$ cat src/rtl/product_accumulator_if.sv
// Product-beat input stream and frame-result output stream for product_accumulator.
// A transfer happens on a rising edge where valid and ready are both 1; valid never waits on ready.
interface product_accumulator_if #(
    parameter int IN_W  = 64,
    parameter int ACC_W = 80,
    parameter int CNT_W = 8
);
    logic             in_valid;
    logic             in_ready;
    logic [IN_W-1:0]  in_data;
    logic             in_last;
    logic             out_valid;
    logic             out_ready;
    logic [ACC_W-1:0] out_sum;
    logic [CNT_W-1:0] out_count;
    logic             out_ovf;

    modport master (
        output in_valid, in_data, in_last, out_ready,
        input  in_ready, out_valid, out_sum, out_count, out_ovf
    );

    modport slave (
        input  in_valid, in_data, in_last, out_ready,
        output in_ready, out_valid, out_sum, out_count, out_ovf
    );
endinterface

$ cat src/rtl/product_accumulator.sv
// Sums a frame of unsigned products and holds the total until downstream takes it.
// ACC_SAT_EN: when defined, the accumulator clamps to all-ones on overflow instead of wrapping.
module product_accumulator #(
    parameter int IN_W  = 64,
    parameter int ACC_W = 80,
    parameter int CNT_W = 8
) (
    input  logic                 clk,
    input  logic                 rst,
    product_accumulator_if.slave bus,
    output logic [1:0]           state_dbg
);
    typedef enum logic [1:0] {
        IDLE = 2'd0,
        ACC  = 2'd1,
        DONE = 2'd2
    } state_t;

    state_t           state;
    state_t           state_next;
    logic [ACC_W-1:0] acc;
    logic [ACC_W-1:0] acc_next;
    logic [ACC_W-1:0] acc_upd;
    logic [CNT_W-1:0] cnt;
    logic [CNT_W-1:0] cnt_next;
    logic [CNT_W-1:0] cnt_upd;
    logic             ovf;
    logic             ovf_next;
    logic             ovf_upd;
    logic [ACC_W-1:0] sum_q;
    logic [ACC_W-1:0] sum_next;
    logic [CNT_W-1:0] count_q;
    logic [CNT_W-1:0] count_next;
    logic             ovf_q;
    logic             ovf_out_next;
    logic             valid_q;
    logic             valid_next;
    logic [ACC_W:0]   sum_wide;
    logic             carry;
    logic             accept;

    assign bus.in_ready = (state != DONE);
    assign accept       = bus.in_valid && (state != DONE);

    // One extra bit catches the carry out of the accumulator.
    assign sum_wide = {1'b0, acc} + {{(ACC_W + 1 - IN_W){1'b0}}, bus.in_data};
    assign carry    = sum_wide[ACC_W];

`ifdef ACC_SAT_EN
    assign acc_upd = carry ? {ACC_W{1'b1}} : sum_wide[ACC_W-1:0];
`else
    assign acc_upd = sum_wide[ACC_W-1:0];
`endif

    assign ovf_upd = ovf | carry;
    assign cnt_upd = (&cnt) ? cnt : cnt + CNT_W'(1);

    always_comb begin
        state_next   = state;
        acc_next     = acc;
        cnt_next     = cnt;
        ovf_next     = ovf;
        sum_next     = sum_q;
        count_next   = count_q;
        ovf_out_next = ovf_q;
        valid_next   = valid_q;
        case (state)
            IDLE, ACC: begin
                if (accept) begin
                    if (bus.in_last) begin
                        // Publish the post-update totals and start the next frame from zero.
                        sum_next     = acc_upd;
                        count_next   = cnt_upd;
                        ovf_out_next = ovf_upd;
                        valid_next   = 1'b1;
                        acc_next     = '0;
                        cnt_next     = '0;
                        ovf_next     = 1'b0;
                        state_next   = DONE;
                    end else begin
                        acc_next   = acc_upd;
                        cnt_next   = cnt_upd;
                        ovf_next   = ovf_upd;
                        state_next = ACC;
                    end
                end
            end
            DONE: begin
                if (bus.out_ready) begin
                    valid_next = 1'b0;
                    state_next = IDLE;
                end
            end
            default: state_next = IDLE;
        endcase
    end

    always_ff @(posedge clk) begin
        if (rst) begin
            state   <= IDLE;
            acc     <= '0;
            cnt     <= '0;
            ovf     <= 1'b0;
            sum_q   <= '0;
            count_q <= '0;
            ovf_q   <= 1'b0;
            valid_q <= 1'b0;
        end else begin
            state   <= state_next;
            acc     <= acc_next;
            cnt     <= cnt_next;
            ovf     <= ovf_next;
            sum_q   <= sum_next;
            count_q <= count_next;
            ovf_q   <= ovf_out_next;
            valid_q <= valid_next;
        end
    end

    assign bus.out_valid = valid_q;
    assign bus.out_sum   = sum_q;
    assign bus.out_count = count_q;
    assign bus.out_ovf   = ovf_q;
    assign state_dbg     = state;
endmodule

$ cat src/flat_wrapper.sv
// flat-port wrapper written by rule: the top's interface ports become plain ports
module product_accumulator_flat 
#(
    parameter int IN_W  = 64,
    parameter int ACC_W = 80,
    parameter int CNT_W = 8
)
  (clk, rst, state_dbg, bus_in_valid, bus_in_data, bus_in_last, bus_out_ready, bus_in_ready, bus_out_valid, bus_out_sum, bus_out_count, bus_out_ovf);
  product_accumulator_if #(.IN_W(IN_W), .ACC_W(ACC_W), .CNT_W(CNT_W)) bus_i ();
  input  logic clk;
  input  logic rst;
  output logic [1:0] state_dbg;
  input wire logic [$bits(bus_i.in_valid)-1:0] bus_in_valid;
  input wire logic [$bits(bus_i.in_data)-1:0] bus_in_data;
  input wire logic [$bits(bus_i.in_last)-1:0] bus_in_last;
  input wire logic [$bits(bus_i.out_ready)-1:0] bus_out_ready;
  output wire logic [$bits(bus_i.in_ready)-1:0] bus_in_ready;
  output wire logic [$bits(bus_i.out_valid)-1:0] bus_out_valid;
  output wire logic [$bits(bus_i.out_sum)-1:0] bus_out_sum;
  output wire logic [$bits(bus_i.out_count)-1:0] bus_out_count;
  output wire logic [$bits(bus_i.out_ovf)-1:0] bus_out_ovf;
  assign bus_i.in_valid = bus_in_valid;
  assign bus_i.in_data = bus_in_data;
  assign bus_i.in_last = bus_in_last;
  assign bus_i.out_ready = bus_out_ready;
  assign bus_in_ready = bus_i.in_ready;
  assign bus_out_valid = bus_i.out_valid;
  assign bus_out_sum = bus_i.out_sum;
  assign bus_out_count = bus_i.out_count;
  assign bus_out_ovf = bus_i.out_ovf;
  product_accumulator #(.IN_W(IN_W), .ACC_W(ACC_W), .CNT_W(CNT_W)) u_core (.clk(clk), .rst(rst), .bus(bus_i), .state_dbg(state_dbg));
endmodule
$ cat config.mk
export PLATFORM = sky130hd
export DESIGN_NAME = product_accumulator_flat
export DESIGN_NICKNAME = d
export VERILOG_FILES = /design/src/rtl/product_accumulator_if.sv /design/src/rtl/product_accumulator.sv /design/src/flat_wrapper.sv
export SDC_FILE = /design/constraint.sdc
export NUM_CORES = 1
export LEC_CHECK = 0
export CAP_MARGIN = 20
export CORE_UTILIZATION = 50
export CTS_BUF_LIST = sky130_fd_sc_hd__clkbuf_4
export DETAILED_ROUTE_END_ITERATION = 10
export PLACE_DENSITY = 0.85
export SLEW_MARGIN = 20
export SYNTH_ARGS = -nofsm -noshare
export SYNTH_HDL_FRONTEND = slang
export SYNTH_SLANG_ARGS = --single-unit
$ cat constraint.sdc
create_clock -name clk -period 12 [get_ports clk]
set_clock_uncertainty 0.2 [all_clocks]
set_input_delay 2.4 -clock clk [delete_from_list [all_inputs] [get_ports clk]]
set_output_delay 2.4 -clock clk [all_outputs]
set_load 0.05 [all_outputs]
==> qor.yml <==
run_status:
  run_status: "finished, final reports clean"
synth:
  synthTopCellsByCount: "nand2_1, a21oi_1, dfxtp_1, nor2_1, o21ai_0"
  synth-edff-count: 0
  yosysUniqueCellTypes: 70
  syn_area_um2: 10500
  ys_warn_count: 0
  post-synth-top-count-cell: "nand2_1"
  synth_top_area_share: 0.344
  yosys.area.top_type: "dfxtp_1"
  synth_area_leaders: "dfxtp_1, a21oi_1, ha_1"
  ys_ff_latch: 181
  synth_seq_area_share: 0.344
  synthCells: 1359
  synthFlopType: "dfxtp_1"
  synth_area_per_cell_um2: 7.75
  async_flop_share: 0
  synth_nets: 1494
clock_network:
  clock_latency_ps: 600
  cts_tree: "done"
  max-clock-path-buffers: 2
  root_buffer: "clkbuf_4"
  htreeDepth: 4
  path_clk_slew_ps: 150
  cts.repair.resized: 0
  post_cts_buffers: 0
  cts_inserted_buffers: 17
  hold_buffers: 0
  cts_sinks: 181
global_route:
  grt_max_degree: 99
  grt_pass1_vias: 9618
  grt_usage: 0.276
  grt_pass1_wl_mm: 48.5
  grt-ovfl-total: 0
  antenna_found_initial: 1
timing:
  setup_violations: 0
  fmax_mhz: 166
  finalSetupTns_ps: 0
  timing.final.crit_share: 0.503
  fin_hold_ws_ps: 263
  rsz0062_at_grt: "false"
  worst_slew_pin_slew_ps: 1100
  finalCriticalPeriod_ps: 6040
  hold_viol_final: 0
  slew_violations: 0
  slew_headroom: 0.265
floorplanning:
  initial_utilization: 0.516
  die-area_um2: 21700
  die_y_um: 147
  num_rows: 52
  io_pins: 162
  die_w_um: 147
  fp.coreArea_um2: 20400
finish:
  utilization: 0.612
  fillers: 1935
  final_area_um2: 12500
  final_cells: 1746
  syn_to_final_growth_pct: 18.6
  drive_gt1_frac: 0.0414
  nNetsFinal: 1597
route:
  vias: 10300
  viasPerCell: 5.91
  finalWirelength_mm: 29.7
  drcViolationCount: 0
  topRoutingLayerUsed: "met4"
  final_antenna_net_count: 0
  drtPass1Iterations: 7
  wl_met1_mm: 13.7
  wl_met2_mm: 13.9
  wl_per_cell_um: 17.0
  wl_met3_mm: 1.69
  drtIter0Drc: 780
worst_setup_path:
  crit_arrival_ps: 6280
  worstSetupEndpointType: "flip-flop"
  cp_common_cell: "a211oi_1"
  start_kind: "input pin"
  worstPathRequired_ps: 12240
  critPathMaxStageDelay_ps: 410
  path_class: "in2reg"
  worstPathCellList: "clkdlybuf4s50_1 > ha_1 > fa_1 > a21o_1 > a311o_1 > a211oi_1 > o21ai_1 > a41oi_1 > o21bai_1 > a41o_1 > and2b_1 > nand3_1 > xor2_1 > a211oi_1"
  critPathMaxFanout: 14
  critPathSlowestCell: "clkdlybuf4s50_1"
worst_hold_path:
  hold_class: "reg2reg"
power:
  power.leakage_nw: 4.85
  vdd_drop_max_v: 0.0000726
  power_density_nw_per_um2: 112
place:
  hpwlAfterDp_mm: 21.4
  port_buffers: 161
  dp_cells: 1713
  dpl-instance-area_um2: 12200
  place_congestion: 0.885
flow_run:
  cap_violations: 0
-- flip-flops by register name (all words and copies together), names as in the netlist --
name	count
u_core.acc	80
u_core.bus.out_sum	80
u_core.bus.out_count	8
u_core.cnt	8
u_core.state_dbg	2
u_core.bus.out_ovf	1
u_core.bus.out_valid	1
u_core.ovf	1
-- power by group --
part / switching [W] / leakage (nW) / internal [W] / total [W]
combinational: 0.000265 / 3.24 / 0.000150 / 0.000415
sequential: 0.0000191 / 1.48 / 0.000634 / 0.000653
clock: 0.000244 / 0.138 / 0.0000912 / 0.000335
total: 0.000528 / 4.85 / 0.000875 / 0.00140
-- cell usage in the layout (no fill, tap or decap), types with 4 or more instances in the layout --
cell type / count
buf_4: 10
a31oi_1: 16
xor2_1: 33
and4_1: 5
o21a_1: 10
clkinvlp_4: 4
o211ai_1: 4
a22oi_1: 40
o31ai_1: 6
a21boi_0: 8
xnor2_1: 48
clkdlybuf4s50_1: 160
a21o_1: 26
nor2_1: 133
a22o_1: 19
o21ai_0: 84
a211oi_1: 17
inv_1: 18
nor3_1: 11
dfxtp_1: 181
or3_1: 11
nand2b_1: 7
nand4_1: 22
ha_1: 65
nand3_1: 22
and2_1: 11
clkbuf_4: 17
nor2b_1: 5
nand2_1: 205
and3_1: 10
inv_8: 4
o21bai_1: 14
a21oi_1: 182
-- logic make-up (layout without fill, tap and decap cells) --
family	count (synthesis)	in the layout	synth area share
multiplexers	2	2	0.00190
flip-flops	181	181	0.344
adder cells (fa/ha/maj)	66	66	0.0791
AO/OA/AOI/OAI	465	465	0.277
AND/OR/NAND/NOR	460	460	0.192
other	0	1	0
XOR/XNOR	81	81	0.0674
buffers and inverters	104	220	0.0385
-- final timing paths --
| path | from | to | slack (ps) | cells after the start |
|---|---|---|---|---|
| worst max-delay path | bus_in_data[0] | u_core.bus.out_sum[76]$_SDFFE_PP0P_ | 5960 | 14 |
| worst min-delay path | u_core.bus.out_sum[45]$_SDFFE_PP0P_ | u_core.bus.out_sum[45]$_SDFFE_PP0P_ | 260 | 2 |
| worst max register to register | u_core.acc[0]$_SDFFE_PP0P_ | u_core.bus.out_sum[76]$_SDFFE_PP0P_ | 7870 | 13 |
| worst min register to register | u_core.bus.out_sum[45]$_SDFFE_PP0P_ | u_core.bus.out_sum[45]$_SDFFE_PP0P_ | 260 | 2 |
-- area by class of cell --
type / count / area [µm²] / share of cell area
Clock buffer: 17 / 128 / 0.0102
Sequential cell: 181 / 3620 / 0.290
Clock inverter: 15 / 144 / 0.0115
Timing Repair Buffer: 170 / 1680 / 0.134
Inverter: 18 / 67.6 / 0.00541
Multi-Input combinational cell: 1074 / 6520 / 0.521
Tap cell: 270 / 338 / 0.0270
Antenna cell: 1 / 2.50 / 0.000200
-- per-layer routing --
layer,global-route usage,vias to the layer above
li1,-,5067
met1,0.383,4900
met4,0.0737,0
met3,0.0429,29
met5,0,-
met2,0.444,321
-- per-stage QoR --
stage	worst slack (ps)	power [W]
2_1_floorplan	6540	0.000950
3_3_place_gp	5510	0.00107
3_5_place_dp	5410	0.00108
4_1_cts	6040	0.00141
5_1_grt	5830	0.00148
6_report	5960	0.00140
-- critical path, delay by kind of cell --
family	cells	cell delay [ps]
AO/OA/AOI/OAI	8	2240
adder cells (fa/ha/maj)	2	630
buffers and inverters	1	410
AND/OR/NAND/NOR	2	440
XOR/XNOR	1	150
Note: power is estimated with default switching activity, not from simulation.
